<file path="src/rtl/writeback_stage.sv">
// ---------------------------------------------------------------------------
// writeback_stage
//
// MEM/WB pipeline register and regfile write-port driver for the LC-3b
// pipeline. It latches the retiring instruction, selects the writeback value
// and drives the regfile load/dest/data once per instruction. It also owns
// the architectural NZP register and a retired-instruction counter.
//
// Ports
//   clk, reset        clock (rising edge); asynchronous active-high reset
//   stall, flush      hold / invalidate the MEM/WB register (flush wins)
//   in_*              instruction fields and datapath values from MEM
//   regfile_load      regfile write enable, one cycle per instruction
//   regfile_dest      regfile write address (R7 for JSR/TRAP links)
//   regfile_data      regfile write data; also the forwarding source
//   wb_valid          MEM/WB register holds a valid instruction
//   cc_nzp            architectural {N,Z,P}
//   retired_count     instructions retired since reset (wraps)
// ---------------------------------------------------------------------------
module writeback_stage #(
  parameter int         CNT_WIDTH = 32,
  parameter logic [2:0] CC_RESET  = 3'b010
) (
  input  logic                 clk,
  input  logic                 reset,
  input  logic                 stall,
  input  logic                 flush,
  input  logic                 in_valid,
  input  logic [15:0]          in_ir,
  input  logic [15:0]          in_mem_rdata,
  input  logic                 in_addr0,
  input  logic [15:0]          in_pc,
  input  logic [15:0]          in_br_adder_out,
  input  logic [15:0]          in_alu_out,
  input  logic                 in_load_regfile,
  input  logic [2:0]           in_regfile_sel,
  input  logic                 in_dest_r7,
  input  logic                 in_load_cc,
  output logic                 regfile_load,
  output logic [2:0]           regfile_dest,
  output logic [15:0]          regfile_data,
  output logic                 wb_valid,
  output logic [2:0]           cc_nzp,
  output logic [CNT_WIDTH-1:0] retired_count
);

  // Writeback source encodings.
  localparam logic [2:0] SEL_MEM = 3'd0;
  localparam logic [2:0] SEL_PC  = 3'd1;
  localparam logic [2:0] SEL_BR  = 3'd2;
  localparam logic [2:0] SEL_ALU = 3'd3;
  localparam logic [2:0] SEL_LDB = 3'd4;

  // MEM/WB register.
  logic        r_valid;
  logic        r_fresh;
  logic [15:0] r_ir;
  logic [15:0] r_mem_rdata;
  logic        r_addr0;
  logic [15:0] r_pc;
  logic [15:0] r_br_adder_out;
  logic [15:0] r_alu_out;
  logic        r_load_regfile;
  logic [2:0]  r_regfile_sel;
  logic        r_dest_r7;
  logic        r_load_cc;

  // Architectural state.
  logic [2:0]           r_cc;
  logic [CNT_WIDTH-1:0] r_count;

  logic        w_fire;
  logic [15:0] w_data;
  logic [2:0]  w_nzp;

  // Side effects only in the first cycle an instruction sits here, so a
  // stalled instruction writes and counts exactly once.
  assign w_fire = r_valid & r_fresh;

  always_comb begin
    // NOTE: default assignment first so no path leaves w_data unassigned,
    // which would otherwise infer a latch.
    w_data = 16'h0000;
    case (r_regfile_sel)
      SEL_MEM: w_data = r_mem_rdata;
      SEL_PC:  w_data = r_pc;
      SEL_BR:  w_data = r_br_adder_out;
      SEL_ALU: w_data = r_alu_out;
      SEL_LDB: w_data = {8'h00, r_addr0 ? r_mem_rdata[15:8] : r_mem_rdata[7:0]};
      default: w_data = 16'h0000;
    endcase
  end

  // NZP from the writeback value, even when no register is written.
  assign w_nzp[2] = w_data[15];
  assign w_nzp[1] = (w_data == 16'h0000);
  assign w_nzp[0] = ~w_nzp[2] & ~w_nzp[1];

  // Pipeline register: flush > stall > load.
  always_ff @(posedge clk or posedge reset) begin
    if (reset) begin
      r_valid        <= 1'b0;
      r_fresh        <= 1'b0;
      r_ir           <= 16'h0000;
      r_mem_rdata    <= 16'h0000;
      r_addr0        <= 1'b0;
      r_pc           <= 16'h0000;
      r_br_adder_out <= 16'h0000;
      r_alu_out      <= 16'h0000;
      r_load_regfile <= 1'b0;
      r_regfile_sel  <= 3'd0;
      r_dest_r7      <= 1'b0;
      r_load_cc      <= 1'b0;
    end else if (flush) begin
      // NOTE: non-blocking assignments for all clocked state so every
      // register samples its pre-edge inputs regardless of statement order.
      r_valid <= 1'b0;
      r_fresh <= 1'b0;
    end else if (stall) begin
      r_fresh <= 1'b0;
    end else begin
      r_valid        <= in_valid;
      r_fresh        <= in_valid;
      r_ir           <= in_ir;
      r_mem_rdata    <= in_mem_rdata;
      r_addr0        <= in_addr0;
      r_pc           <= in_pc;
      r_br_adder_out <= in_br_adder_out;
      r_alu_out      <= in_alu_out;
      r_load_regfile <= in_load_regfile;
      r_regfile_sel  <= in_regfile_sel;
      r_dest_r7      <= in_dest_r7;
      r_load_cc      <= in_load_cc;
    end
  end

  // Condition codes and retire counter update on the edge that ends the
  // instruction's first cycle here, independent of stall/flush at that edge.
  always_ff @(posedge clk or posedge reset) begin
    if (reset) begin
      r_cc    <= CC_RESET;
      r_count <= '0;
    end else if (w_fire) begin
      if (r_load_cc) r_cc <= w_nzp;
      r_count <= r_count + 1'b1;
    end
  end

  assign regfile_load  = w_fire & r_load_regfile;
  assign regfile_dest  = r_dest_r7 ? 3'b111 : r_ir[11:9];
  assign regfile_data  = w_data;
  assign wb_valid      = r_valid;
  assign cc_nzp        = r_cc;
  assign retired_count = r_count;

endmodule

</file>
<file path="config.mk">
export PLATFORM = sky130hd
export DESIGN_NAME = writeback_stage
export DESIGN_NICKNAME = d
export VERILOG_FILES = /design/src/rtl/writeback_stage.sv
export SDC_FILE = /design/constraint.sdc
export NUM_CORES = 1
export LEC_CHECK = 0
export CAP_MARGIN = 20
export CORE_MARGIN = 3
export CORE_UTILIZATION = 51
export DETAILED_ROUTE_END_ITERATION = 6
export DONT_BUFFER_PORTS = 1
export MAX_ROUTING_LAYER = met4
export PLACE_DENSITY_LB_ADDON = 0.1
export SLEW_MARGIN = 20
export SYNTH_ARGS = -nofsm -noshare
export SYNTH_HDL_FRONTEND = slang
export SYNTH_SLANG_ARGS = --single-unit
</file>
<file path="constraint.sdc">
create_clock -name clk -period 3.5 [get_ports clk]
set_input_delay 0.525 -clock clk [delete_from_list [all_inputs] [get_ports clk]]
set_output_delay 0.525 -clock clk [all_outputs]
set_load 0.02 [all_outputs]
</file>
# Word level (Yosys, flattened, before mapping)
# Cells that the tools add are included.
[totals] word_cells=38 reg_bits=120
[classes] reduce_logical=4 mux=7 n_addsub=1 bitwise=7 n_eq_ne=5
[op_table] op="one-hot mux 16 bit (5 select lines)" count=1
[op_table] op="adder 32 x 1 -> 32 bit, second input constant" count=1
[op_table] op="zero test 16 bit" count=1
[op_table] op="2-to-1 mux 8 bit" count=1
[op_table] op="equality test 3 x 2 -> 1 bit, second input constant" count=2
[op_table] op="2-to-1 mux 1 bit" count=4
[op_table] op="inverter 1 bit" count=4
[op_table] op="AND reduction 2 bit" count=2
[op_table] op="AND 1 bit" count=3
[op_table] op="equality test 3 x 1 -> 1 bit, second input constant" count=1
[op_table] op="equality test 3 bit, second input constant" count=1
[op_table] op="zero test 3 bit" count=1
[op_table] op="2-to-1 mux 3 bit" count=1
[op_table] op="!= test 2 x 1 -> 1 bit, second input constant" count=1

# Depth between registers and ports, before layout
[logic_depth] word_depth=5 ltp_mapped=7

# Least setup slack after synthesis
# No wires, ideal clock.
[synth_timing] kind="reg-to-output" start="reg r_regfile_sel[2]" end="out regfile_data[4]" path_stages_with_launch=5 path_buffers=2 t_required_ns=2.975 setup_slack_ns=1.610 t_arrival_ns=1.365 path_cell_list="dfrtp_1 buf_2 or2b_1 buf_4 o21bai_1"
[synth_via] elab_chain_cells=2
[synth_rtl] element="start, declared" line_no="64" rtl="logic [2:0] r_regfile_sel;"
[synth_rtl] element="start signal, assigned" line_no="131" rtl="r_regfile_sel <= in_regfile_sel;"
[synth_rtl] element="equality test 3 bit (tied with other cells)" line_no="84" rtl="case (r_regfile_sel)"
[synth_rtl] element="one-hot mux 16 bit (5 select lines) (*)" line_no="84"
[synth_rtl] element="end, declared" line_no="41" rtl="output logic [15:0] regfile_data,"
# Every way passes the cells marked *; elsewhere a longest branch is shown, timed or not.

# Final worst setup path
[layout_timing] start="reg r_regfile_sel[2]" end="out regfile_data[1]"
# The elaborated chain is that of the path after synthesis.

==> Implementation_results.wiki <==
{| class="wikitable"
! Metric !! Value
|-
| Status || complete, no violations
|-
| Post-CTS repair timing setup buffer count || 0
|-
| Number of antenna-violating nets in the routed design || 0
|-
| Critical path start-end classification || reg2out
|-
| Cell internal pwr || 2.00 mW
|-
| Number of nets in the synthesized netlist || 488
|-
| Crit start category || flip-flop
|-
| Post-route clock skew || 0.0117 ns
|-
| Number of buffers created by CTS || 9
|-
| Antenna violations before repair || 1
|-
| Placed cell area || 5250 um2
|-
| Part of the total power dissipated in combinational logic || 0.190
|-
| Most common cell in the synthesized netlist || dfrtp_1
|-
| Sequential fraction of design power || 0.549
|-
| Unrepaired setup endpoints after global routing || no
|-
| Worst supply voltage drop on vdd || 0.240 mV
|-
| Number of ports placed on the die boundary || 148
|-
| Post-route standard cell area excluding fillers || 5450 um2
|-
| Rows || 36
|-
| Final period utilization || 0.758
|-
| Height of the die || 106 um
|-
| Required time of the worst setup path || 2.97 ns
|-
| Final #Nets || 483
|-
| Count of flip-flops with a built-in enable after synthesis || 0
|-
| Final Slew Violations || 0
|-
| Netlist area before placement || 5150 um2
|-
| Proportion of register bits with asynchronous set or reset after synthesis || 1.00
|-
| Fraction of layout instances using a drive strength above 1 || 0.276
|-
| DIE AREA || 11300 um2
|-
| Hold-fix buffers at CTS || 0
|-
| Vias in the first global route || 3210
|-
| Cell taking the most area after synthesis || dfrtp_1
|-
| Overflow after GRT || 0
|-
| Setup Total Neg Slack || 0 ns
|-
| Power density over cell area || 526 nW/um2
|-
| Delay of the slowest cell on the worst path || 0.60 ns
|-
| Total of buffers placed on input and output ports || 0
|-
| Dominant register cell in the synthesized netlist || dfrtp_1
|-
| Area grow syn2layout || 5.93%
|-
| Upper clock frequency limit || 377 MHz
|-
| Count of vias placed by the detailed router || 3048
|-
| Largest net degree at the start of global routing || 77
|-
| Post-synth cell types || 44
|-
| Clk pwr share || 0.262
|-
| Final-report hold violation count || 0
|-
| Effective utilization at floorplan || 0.526
|-
| Fraction of power spent switching nets || 0.301
|-
| Clock network latency to the later pin of the worst-skew pair || 0.36 ns
|-
| Clock tree from TritonCTS || built
|-
| Global-route wire length before repair || 17.0 mm
|-
| Leakage component of the power || 2.36 nW
|-
| Drt pass-1 iters || 6
|-
| List of most frequent post-synthesis cells || 110 x dfrtp_1, 74 x mux2_2, 29 x mux2i_1
|-
| Synthesized netlist cell count || 395
|-
| MaxCap Viol Count || 0
|-
| Final estimated routing congestion in global placement || 0.784
|-
| Number of flip-flops and latches in the synthesized netlist || 111
|-
| Worst path cell trace || or3b_1, o22ai_1, o21bai_1
|-
| Average wire per cell in the routed design || 20.0 um
|-
| End-of-flow core utilization || 0.558
|-
| Worst max-slew margin expressed relative to the limit || 0.366
|-
| Post-detailed-routing wire length || 10.6 mm
|-
| Total of warnings raised by yosys || 0
|-
| Longest Clk Path Bufs || 2
|-
| Cell types occupying the most area after synthesis || dfrtp_1 53%, mux2_2 16%, mux2i_1 5.6%
|-
| Seq/Total Area, Yosys || 0.540
|-
| Worst-case hold slack || 0.137 ns
|-
| Via density per instance || 5.76
|-
| CP endpoint kind || output port
|-
| Number of levels the H-tree was split into || 3
|-
| Data arrival at the endpoint of the critical path || 2.13 ns
|-
| Tot GR Track Use || 0.199
|-
| Peak fanout along the critical path || 12
|-
| Total Power || 2.87 mW
|-
| First-iteration detailed-routing DRC count || 170
|-
| Core outline area || 9770 um2
|-
| Resized Gates After CTS || 0
|-
| Cell depth of the worst flop-to-flop path || 5
|-
| CTS sink count || 111
|-
| Clock transition at the register clock pins on the worst setup and hold paths after CTS || 0.10 ns
|-
| Fraction of post-synthesis cell area in the top cell type by area || 0.535
|-
| DR DRC count || 0
|-
| Die X-Extent || 106 um
|-
| Transition time at the pin with the least slew margin || 0.951 ns
|-
| Post-route minimum period || 2.65 ns
|-
| HPWL reported at the end of detailed placement || 7.68 mm
|-
| Worst hold path type || in2async
|-
| Cell chosen for the clock root || clkbuf_8
|-
| Sw Pwr || 0.865 mW
|-
| Mean instance size in the synthesized netlist || 13.0 um2
|-
| Final-report setup violation count || 0
|-
| Critical path's slowest cell || dfrtp_1
|}
## layout make-up
type / instances / area [um2]
clock inverter: 4 / 35.0
clock buffer: 12 / 165
tap: 133 / 166
inverter: 9 / 36.3
fill: 857 / 4320
antenna: 1 / 2.50
sequential: 111 / 2780
multi-input combinational: 255 / 2220
timing repair buffer: 4 / 42.5
## registers in the layout, summed over array words and instances (netlist names), 3 cells and up
register / flops
r_pc: 16
cc_nzp: 3
r_mem_rdata: 16
r_alu_out: 16
r_ir: 3
retired_count: 32
r_br_adder_out: 16
r_regfile_sel: 3
## worst paths after layout
path,end,start,slack [ns]
max,regfile_data[1],r_regfile_sel[2],0.85
min,retired_count[29],reset,0.14
max reg2reg,cc_nzp[1],r_regfile_sel[0],1.12
min reg2reg,r_load_regfile,r_load_regfile,0.51
max in group asynchronous,r_br_adder_out[1],reset,2.60
min in group clk,wb_valid,flush,0.22
## power by group through the flow
| stage | sequential [mW] | combinational, mW | clock, mW |
|---|---|---|---|
| floorplan | 1.54 | 0.490 | 0 |
| global placement | 1.59 | 0.544 | 0 |
| detailed placement | 1.60 | 0.552 | 0 |
| CTS | 1.58 | 0.554 | 0.785 |
| global route | 1.60 | 0.597 | 0.837 |
| finish | 1.57 | 0.544 | 0.751 |
## worst max-delay path, delay by kind of cell, from the launching register on
family | cells | cell delay (ns)
AOI/OAI and AO/OA | 2 | 0.61
DFF | 1 | 0.60
and+or+nand+nor | 1 | 0.56
## cell families after synthesis
kind of cell | share of synthesized area
adder cells (fa/ha/maj) | 0.00243
multiplexers | 0.244
AO/OA/AOI/OAI | 0.0362
XOR/XNOR | 0.0528
AND/OR/NAND/NOR | 0.0956
flip-flops | 0.540
buffers and inverters | 0.0292
## routing by layer
layer,GRT usage,wire length (um)
met5,-,0
met4,0.0511,147
met3,0.0631,648
met2,0.301,5000
met1,0.261,4800
## cells in the final DEF (no fill, tap or decap), types with 3 or more instances in the layout
cell type,count
dfrtp_1,110
mux2_2,74
mux2i_1,29
xnor2_1,25
nand2_1,18
nor2_1,17
o22ai_1,12
clkbuf_8,12
nand4_1,9
inv_1,8
and3_1,7
nand3_1,6
xor2_1,6
or2_2,5
mux4_1,5
nor3_1,4
and4_1,4
nor2b_1,4
and2_1,3
nor4_1,3
inv_6,3
buf_4,3
## stage by stage
step                      worst slack, ns  cells
after floorplan                    0.0460    395
after global placement               1.18    512
after detailed placement             1.12    512
after CTS                           0.835    528
after global routing                0.754    529
final                               0.847    529
No activity file was read; power rests on OpenSTA's default activity.
